[src/rtl/vga_sync_if.sv]
// Video timing bundle driven by vga_sync: position, sync, blanking and strobes.
interface vga_sync_if;
    logic [9:0] o_pixel_x;
    logic [9:0] o_pixel_y;
    logic       o_visible_area;
    logic       o_hsync;
    logic       o_vsync;
    logic       o_pixel_en;
    logic       o_frame_tick;

    modport master (
        output o_pixel_x, o_pixel_y, o_visible_area, o_hsync, o_vsync, o_pixel_en, o_frame_tick
    );
    modport slave (
        input  o_pixel_x, o_pixel_y, o_visible_area, o_hsync, o_vsync, o_pixel_en, o_frame_tick
    );
endinterface

[src/rtl/vga_sync.sv]
// VGA timing generator: raster position counters with registered syncs and strobes.
// Define VGA_SYNC_CLKDIV2_EN to hold each pixel position for two i_clk cycles.
module vga_sync #(
    parameter int unsigned H_VISIBLE = 640,
    parameter int unsigned H_FRONT   = 16,
    parameter int unsigned H_SYNC    = 96,
    parameter int unsigned H_BACK    = 48,
    parameter int unsigned V_VISIBLE = 480,
    parameter int unsigned V_FRONT   = 10,
    parameter int unsigned V_SYNC    = 2,
    parameter int unsigned V_BACK    = 33
) (
    input  logic       i_clk,
    input  logic       i_reset,
    vga_sync_if.master vga
);
    localparam logic [9:0] HLast      = 10'(H_VISIBLE + H_FRONT + H_SYNC + H_BACK - 1);
    localparam logic [9:0] VLast      = 10'(V_VISIBLE + V_FRONT + V_SYNC + V_BACK - 1);
    localparam logic [9:0] HVis       = 10'(H_VISIBLE);
    localparam logic [9:0] VVis       = 10'(V_VISIBLE);
    localparam logic [9:0] HSyncStart = 10'(H_VISIBLE + H_FRONT);
    localparam logic [9:0] HSyncEnd   = 10'(H_VISIBLE + H_FRONT + H_SYNC);
    localparam logic [9:0] VSyncStart = 10'(V_VISIBLE + V_FRONT);
    localparam logic [9:0] VSyncEnd   = 10'(V_VISIBLE + V_FRONT + V_SYNC);

    logic [9:0] x_q, y_q, x_d, y_d;
    logic       hsync_q, vsync_q, vis_q, tick_q, pen_q;
    logic       adv;

`ifdef VGA_SYNC_CLKDIV2_EN
    logic phase_q;

    always_ff @(posedge i_clk or posedge i_reset) begin
        if (i_reset) begin
            phase_q <= 1'b0;
        end else begin
            phase_q <= ~phase_q;
        end
    end

    assign adv = phase_q;
`else
    // Reset is the only thing holding the raster still in the undivided build.
    assign adv = 1'b1;
`endif

    // Any count at or beyond the last position wraps, so stray values self-heal.
    always_comb begin
        x_d = x_q;
        y_d = y_q;
        if (x_q >= HLast) begin
            x_d = 10'd0;
            y_d = (y_q >= VLast) ? 10'd0 : y_q + 10'd1;
        end else begin
            x_d = x_q + 10'd1;
            if (y_q > VLast) begin
                y_d = 10'd0;
            end
        end
    end

    // Outputs are decoded from the next position so they stay coherent with x/y.
    always_ff @(posedge i_clk or posedge i_reset) begin
        if (i_reset) begin
            x_q     <= HLast;
            y_q     <= VLast;
            hsync_q <= 1'b1;
            vsync_q <= 1'b1;
            vis_q   <= 1'b0;
            tick_q  <= 1'b0;
            pen_q   <= 1'b0;
        end else begin
            pen_q  <= adv;
            tick_q <= 1'b0;
            if (adv) begin
                x_q     <= x_d;
                y_q     <= y_d;
                hsync_q <= !((x_d >= HSyncStart) && (x_d < HSyncEnd));
                vsync_q <= !((y_d >= VSyncStart) && (y_d < VSyncEnd));
                vis_q   <= (x_d < HVis) && (y_d < VVis);
                tick_q  <= (x_d == 10'd0) && (y_d == VVis);
            end
        end
    end

    assign vga.o_pixel_x      = x_q;
    assign vga.o_pixel_y      = y_q;
    assign vga.o_hsync        = hsync_q;
    assign vga.o_vsync        = vsync_q;
    assign vga.o_visible_area = vis_q;
    assign vga.o_frame_tick   = tick_q;
    assign vga.o_pixel_en     = pen_q;
endmodule

[src/flat_wrapper.sv]
// flat-port wrapper written by rule: the top's interface ports become plain ports
module vga_sync_flat 
#(
    parameter int unsigned H_VISIBLE = 640,
    parameter int unsigned H_FRONT   = 16,
    parameter int unsigned H_SYNC    = 96,
    parameter int unsigned H_BACK    = 48,
    parameter int unsigned V_VISIBLE = 480,
    parameter int unsigned V_FRONT   = 10,
    parameter int unsigned V_SYNC    = 2,
    parameter int unsigned V_BACK    = 33
)
  (i_clk, i_reset, vga_o_pixel_x, vga_o_pixel_y, vga_o_visible_area, vga_o_hsync, vga_o_vsync, vga_o_pixel_en, vga_o_frame_tick);
  vga_sync_if vga_i ();
  input  logic i_clk;
  input  logic i_reset;
  output wire logic [$bits(vga_i.o_pixel_x)-1:0] vga_o_pixel_x;
  output wire logic [$bits(vga_i.o_pixel_y)-1:0] vga_o_pixel_y;
  output wire logic [$bits(vga_i.o_visible_area)-1:0] vga_o_visible_area;
  output wire logic [$bits(vga_i.o_hsync)-1:0] vga_o_hsync;
  output wire logic [$bits(vga_i.o_vsync)-1:0] vga_o_vsync;
  output wire logic [$bits(vga_i.o_pixel_en)-1:0] vga_o_pixel_en;
  output wire logic [$bits(vga_i.o_frame_tick)-1:0] vga_o_frame_tick;
  assign vga_o_pixel_x = vga_i.o_pixel_x;
  assign vga_o_pixel_y = vga_i.o_pixel_y;
  assign vga_o_visible_area = vga_i.o_visible_area;
  assign vga_o_hsync = vga_i.o_hsync;
  assign vga_o_vsync = vga_i.o_vsync;
  assign vga_o_pixel_en = vga_i.o_pixel_en;
  assign vga_o_frame_tick = vga_i.o_frame_tick;
  vga_sync #(.H_VISIBLE(H_VISIBLE), .H_FRONT(H_FRONT), .H_SYNC(H_SYNC), .H_BACK(H_BACK), .V_VISIBLE(V_VISIBLE), .V_FRONT(V_FRONT), .V_SYNC(V_SYNC), .V_BACK(V_BACK)) u_core (.i_clk(i_clk), .i_reset(i_reset), .vga(vga_i));
endmodule
[config.mk]
export PLATFORM = sky130hd
export DESIGN_NAME = vga_sync_flat
export DESIGN_NICKNAME = d
export VERILOG_FILES = /design/src/rtl/vga_sync_if.sv /design/src/rtl/vga_sync.sv /design/src/flat_wrapper.sv
export SDC_FILE = /design/constraint.sdc
export NUM_CORES = 1
export LEC_CHECK = 0
export BUFFER_PORTS_ARGS = -buffer_cell sky130_fd_sc_hd__clkbuf_2
export CAP_MARGIN = 10
export CELL_PAD_IN_SITES_DETAIL_PLACEMENT = 0
export CELL_PAD_IN_SITES_GLOBAL_PLACEMENT = 1
export CORE_UTILIZATION = 35
export DETAILED_ROUTE_END_ITERATION = 16
export GPL_TIMING_DRIVEN = 1
export PLACE_DENSITY_LB_ADDON = 0.1
export SKIP_CTS_REPAIR_TIMING = 1
export SLEW_MARGIN = 25
export SYNTH_ARGS = -nofsm -noshare
export SYNTH_HDL_FRONTEND = slang
export SYNTH_SLANG_ARGS = --single-unit
[constraint.sdc]
create_clock -name i_clk -period 2.91 [get_ports i_clk]
set_input_delay 0.1455 -clock i_clk [delete_from_list [all_inputs] [get_ports i_clk]]
set_output_delay 0.1455 -clock i_clk [all_outputs]
set_load 0.02 [all_outputs]
==> metrics.md <==
| Metric | Value |
|---|---|
| Status | `finished, final reports clean` |
| Setup crit start kind | `flip-flop` |
| Post-Route WL | `3420 um` |
| Unique masters post-synth | `49` |
| Fmax achieved | `370 MHz` |
| Synth area leaders | `dfrtp_1 23%, dfstp_2 22%, a31oi_4 4.5%` |
| Core ar. | `3740 um2` |
| CP arrival | `2.90 ns` |
| Synthesized cell area | `1400 um2` |
| Synth Area in Adders | `2.67%` |
| Via count | `1251` |
| Die Y | `65.3 um` |
| Mux cell area share after synthesis | `0%` |
| Max-slew headroom | `65.2%` |
| Avg Cell Area, Syn | `9.96 um2` |
| Row count | `22` |
| Hold Path Class | `input port to async pin` |
| Residual DRC | `0` |
| Tmin final | `2.70 ns` |
| Post-synth EDFFs | `0` |
| Main combinational cell family by area after synthesis | `simple AND/OR/NAND/NOR gates` |
| DR WL/cell | `15.5 um` |
| DP Area | `1610 um2` |
| Top cell type's share of synthesized area | `23.2%` |
| Initial DRC Count | `68` |
| Clk sinks | `25` |
| Area Overhead vs Synth | `19.2%` |
| Synth Flop Type | `dfrtp_1` |
| Final Cycle Share | `92.8%` |
| First-pass GRT wire length | `5780 um` |
| Largest net degree at the start of global routing | `26` |
| Final Skew | `0.00517 ns` |
| Syn nets | `146` |
| Design Area, Final | `1670 um2` |
| Asr flop ratio synth | `100%` |
| DRT Pass-1 Iters | `4` |
| Die area | `4270 um2` |
| Filler cells | `388` |
| Yosys warns | `0` |
| Req. time, crit path | `3.11 ns` |
| Io pins | `27` |
| P_leak | `0.712 nW` |
| GPL Wtd Cong | `0.792` |
| RSZ-0062 raised after global routing | `no` |
| Final hold vios | `0` |
| Max Cap Viol | `0` |
| Multi-input gate area | `727 um2` |
| Cells after synthesis | `141` |
| Peak VDD IR | `0.194 mV` |
| Register area share after synthesis | `45.6%` |
| Areal power density over the cells | `343 nW/um2` |
| Leading area contributor after synthesis | `dfrtp_1` |
| Clk buf depth | `2` |
| CTS tree | `built` |
| Tot Pwr | `573 uW` |
| Antenna cells | `0` |
| Grt ovf | `0` |
| XOR/XNOR Fraction of Synth Area | `2.50%` |
| DP Worst Slack | `0.220 ns` |
| Vias in the first global route | `1177` |
| Yosys reg bits | `25` |
| Initial Util | `37.5%` |
| Post-route setup slack | `0.210 ns` |
| Simple logic cell fraction of the synthesized area | `25.0%` |
| Remaining antenna violation count | `0` |
| Initial antenna violation count | `0` |
| Setup TNS | `0 ns` |
| Via/cell ratio | `5.66` |
| FF+latch area | `641 um2` |
| CTS H-tree lvls | `1` |
| Worst Setup Path Type | `flip-flop to flip-flop` |
| Num CTS Buffers | `3` |
| I/O Buffers | `26` |
| Clock latency on the worst-skew pair | `0.27 ns` |
| Nets | `179` |
| Setup violations, final | `0` |
| Worst slew pin tran | `0.522 ns` |
| Clk slew on worst S/H paths | `0.09 ns` |
| Max-slew violations | `0` |
| DP HPWL | `2550 um` |
| Die Wd | `65.3 um` |
| Max Fanout on Critical Path | `7` |
| CP endpoint kind | `flip-flop` |
| Synth Area in Compound Gates | `20.9%` |
| Tot GR Track Use | `17.6%` |
| CTS root buf | `clkbuf_8` |
| Fraction of layout cells with a size suffix above 1 | `35.3%` |
worst max-delay path, cell delays in order, from the launching register on:
cell and delay, ns:
dfstp_2 0.61, ha_1 0.32, nand4_2 0.19, a21o_1 0.27
or3_4 0.42, a31oi_4 0.22, nand4b_2 0.17, or3_1 0.41
state kept, by name, summed over array words and instances (netlist names):
register / cells
u_core.vga.o_frame_tick: 1
u_core.vga.o_pixel_y: 10
u_core.vga.o_pixel_en: 1
u_core.vga.o_pixel_x: 10
u_core.vga.o_visible_area: 1
u_core.vga.o_vsync: 1
u_core.vga.o_hsync: 1
routing by layer:
layer	track usage [%]	up-vias	share of wire, %	routed length [um]
li1	-	589	-	-
met1	25.3	620	49	1680
met2	27.4	37	45	1550
met3	2.43	5	4.5	155
met4	5.16	0	0.91	31
met5	0	-	0	0
cell families after synthesis:
logic type | Yosys count
XOR/XNOR | 4
AO/OA/AOI/OAI | 34
AND/OR/NAND/NOR | 63
buffers and inverters | 11
other | 1
adder cells (fa/ha/maj) | 3
flip-flops | 25
final timing paths:
| path | from | to | slack (ns) | depth (start not counted) |
|---|---|---|---|---|
| min reg2reg | u_core.vga.o_pixel_x[0]$_DFF_PP1_ | u_core.vga.o_pixel_x[0]$_DFF_PP1_ | 0.56 | 1 |
| min in group i_clk | u_core.vga.o_pixel_x[0]$_DFF_PP1_ | u_core.vga.o_pixel_x[0]$_DFF_PP1_ | 0.56 | 1 |
| max | u_core.vga.o_pixel_x[0]$_DFF_PP1_ | u_core.vga.o_vsync$_DFF_PP1_ | 0.21 | 7 |
| max reg2reg | u_core.vga.o_pixel_x[0]$_DFF_PP1_ | u_core.vga.o_vsync$_DFF_PP1_ | 0.21 | 7 |
| max in group asynchronous | i_reset | u_core.vga.o_pixel_y[9]$_DFF_PP1_ | 2.11 | 3 |
| min | i_reset | u_core.vga.o_frame_tick$_DFF_PP0_ | 0.43 | 3 |
power breakdown:
| group | leakage (nW) | internal (mW) | switching, mW |
|---|---|---|---|
| sequential | 0.294 | 0.349 | 0.000189 |
| clock | 0.0217 | 0.0971 | 0.117 |
| combinational | 0.397 | 0.00195 | 0.00821 |
placed cells by master (no fill, tap or decap), types with 2 or more instances in the layout:
cell type and n:
o21a_1 2, or3_1 4, nand2_1 12, a31oi_1 7, buf_4 3, a21oi_1 2, dfstp_2 12, inv_1 8
xor2_1 2, nor2_1 13, o21ai_0 4, a22oi_1 2, a31oi_4 3, clkbuf_2 26, nand3_1 11, nor3_1 3
ha_1 3, nor3_2 2, nand4_1 3, clkbuf_8 3, xnor2_1 2, dfrtp_1 13, nor4_1 3
synthesized netlist by cell type (3+ instances only):
cell type	number
nand4_1	3
nor2_1	13
nor4_1	3
nor3_1	3
o21ai_0	4
ha_1	3
dfrtp_1	13
or3_1	4
a31oi_1	7
nand3_1	11
dfstp_2	12
a31oi_4	3
inv_1	9
nand2_1	12
through the flow:
stage | utilization [%] | instances | hold WS, ns
floorplan | - | 141 | 0.164
CTS | 44.2 | 220 | 0.0944
global route | 44.7 | 221 | 0.506
finish | 44.7 | 221 | 0.433
detailed placement | 42.9 | 216 | 0.402
global placement | 42.9 | 216 | 0.389
cell type report:
class                      count  area share (%)
timing repair buffer          30            9.72
multi-input combinational    105            43.5
tap                           48            3.59
inverter                       9            2.02
clock buffer                   3            2.47
sequential                    25            38.3
clock inverter                 1           0.449
(Power assumes the default switching activity.)
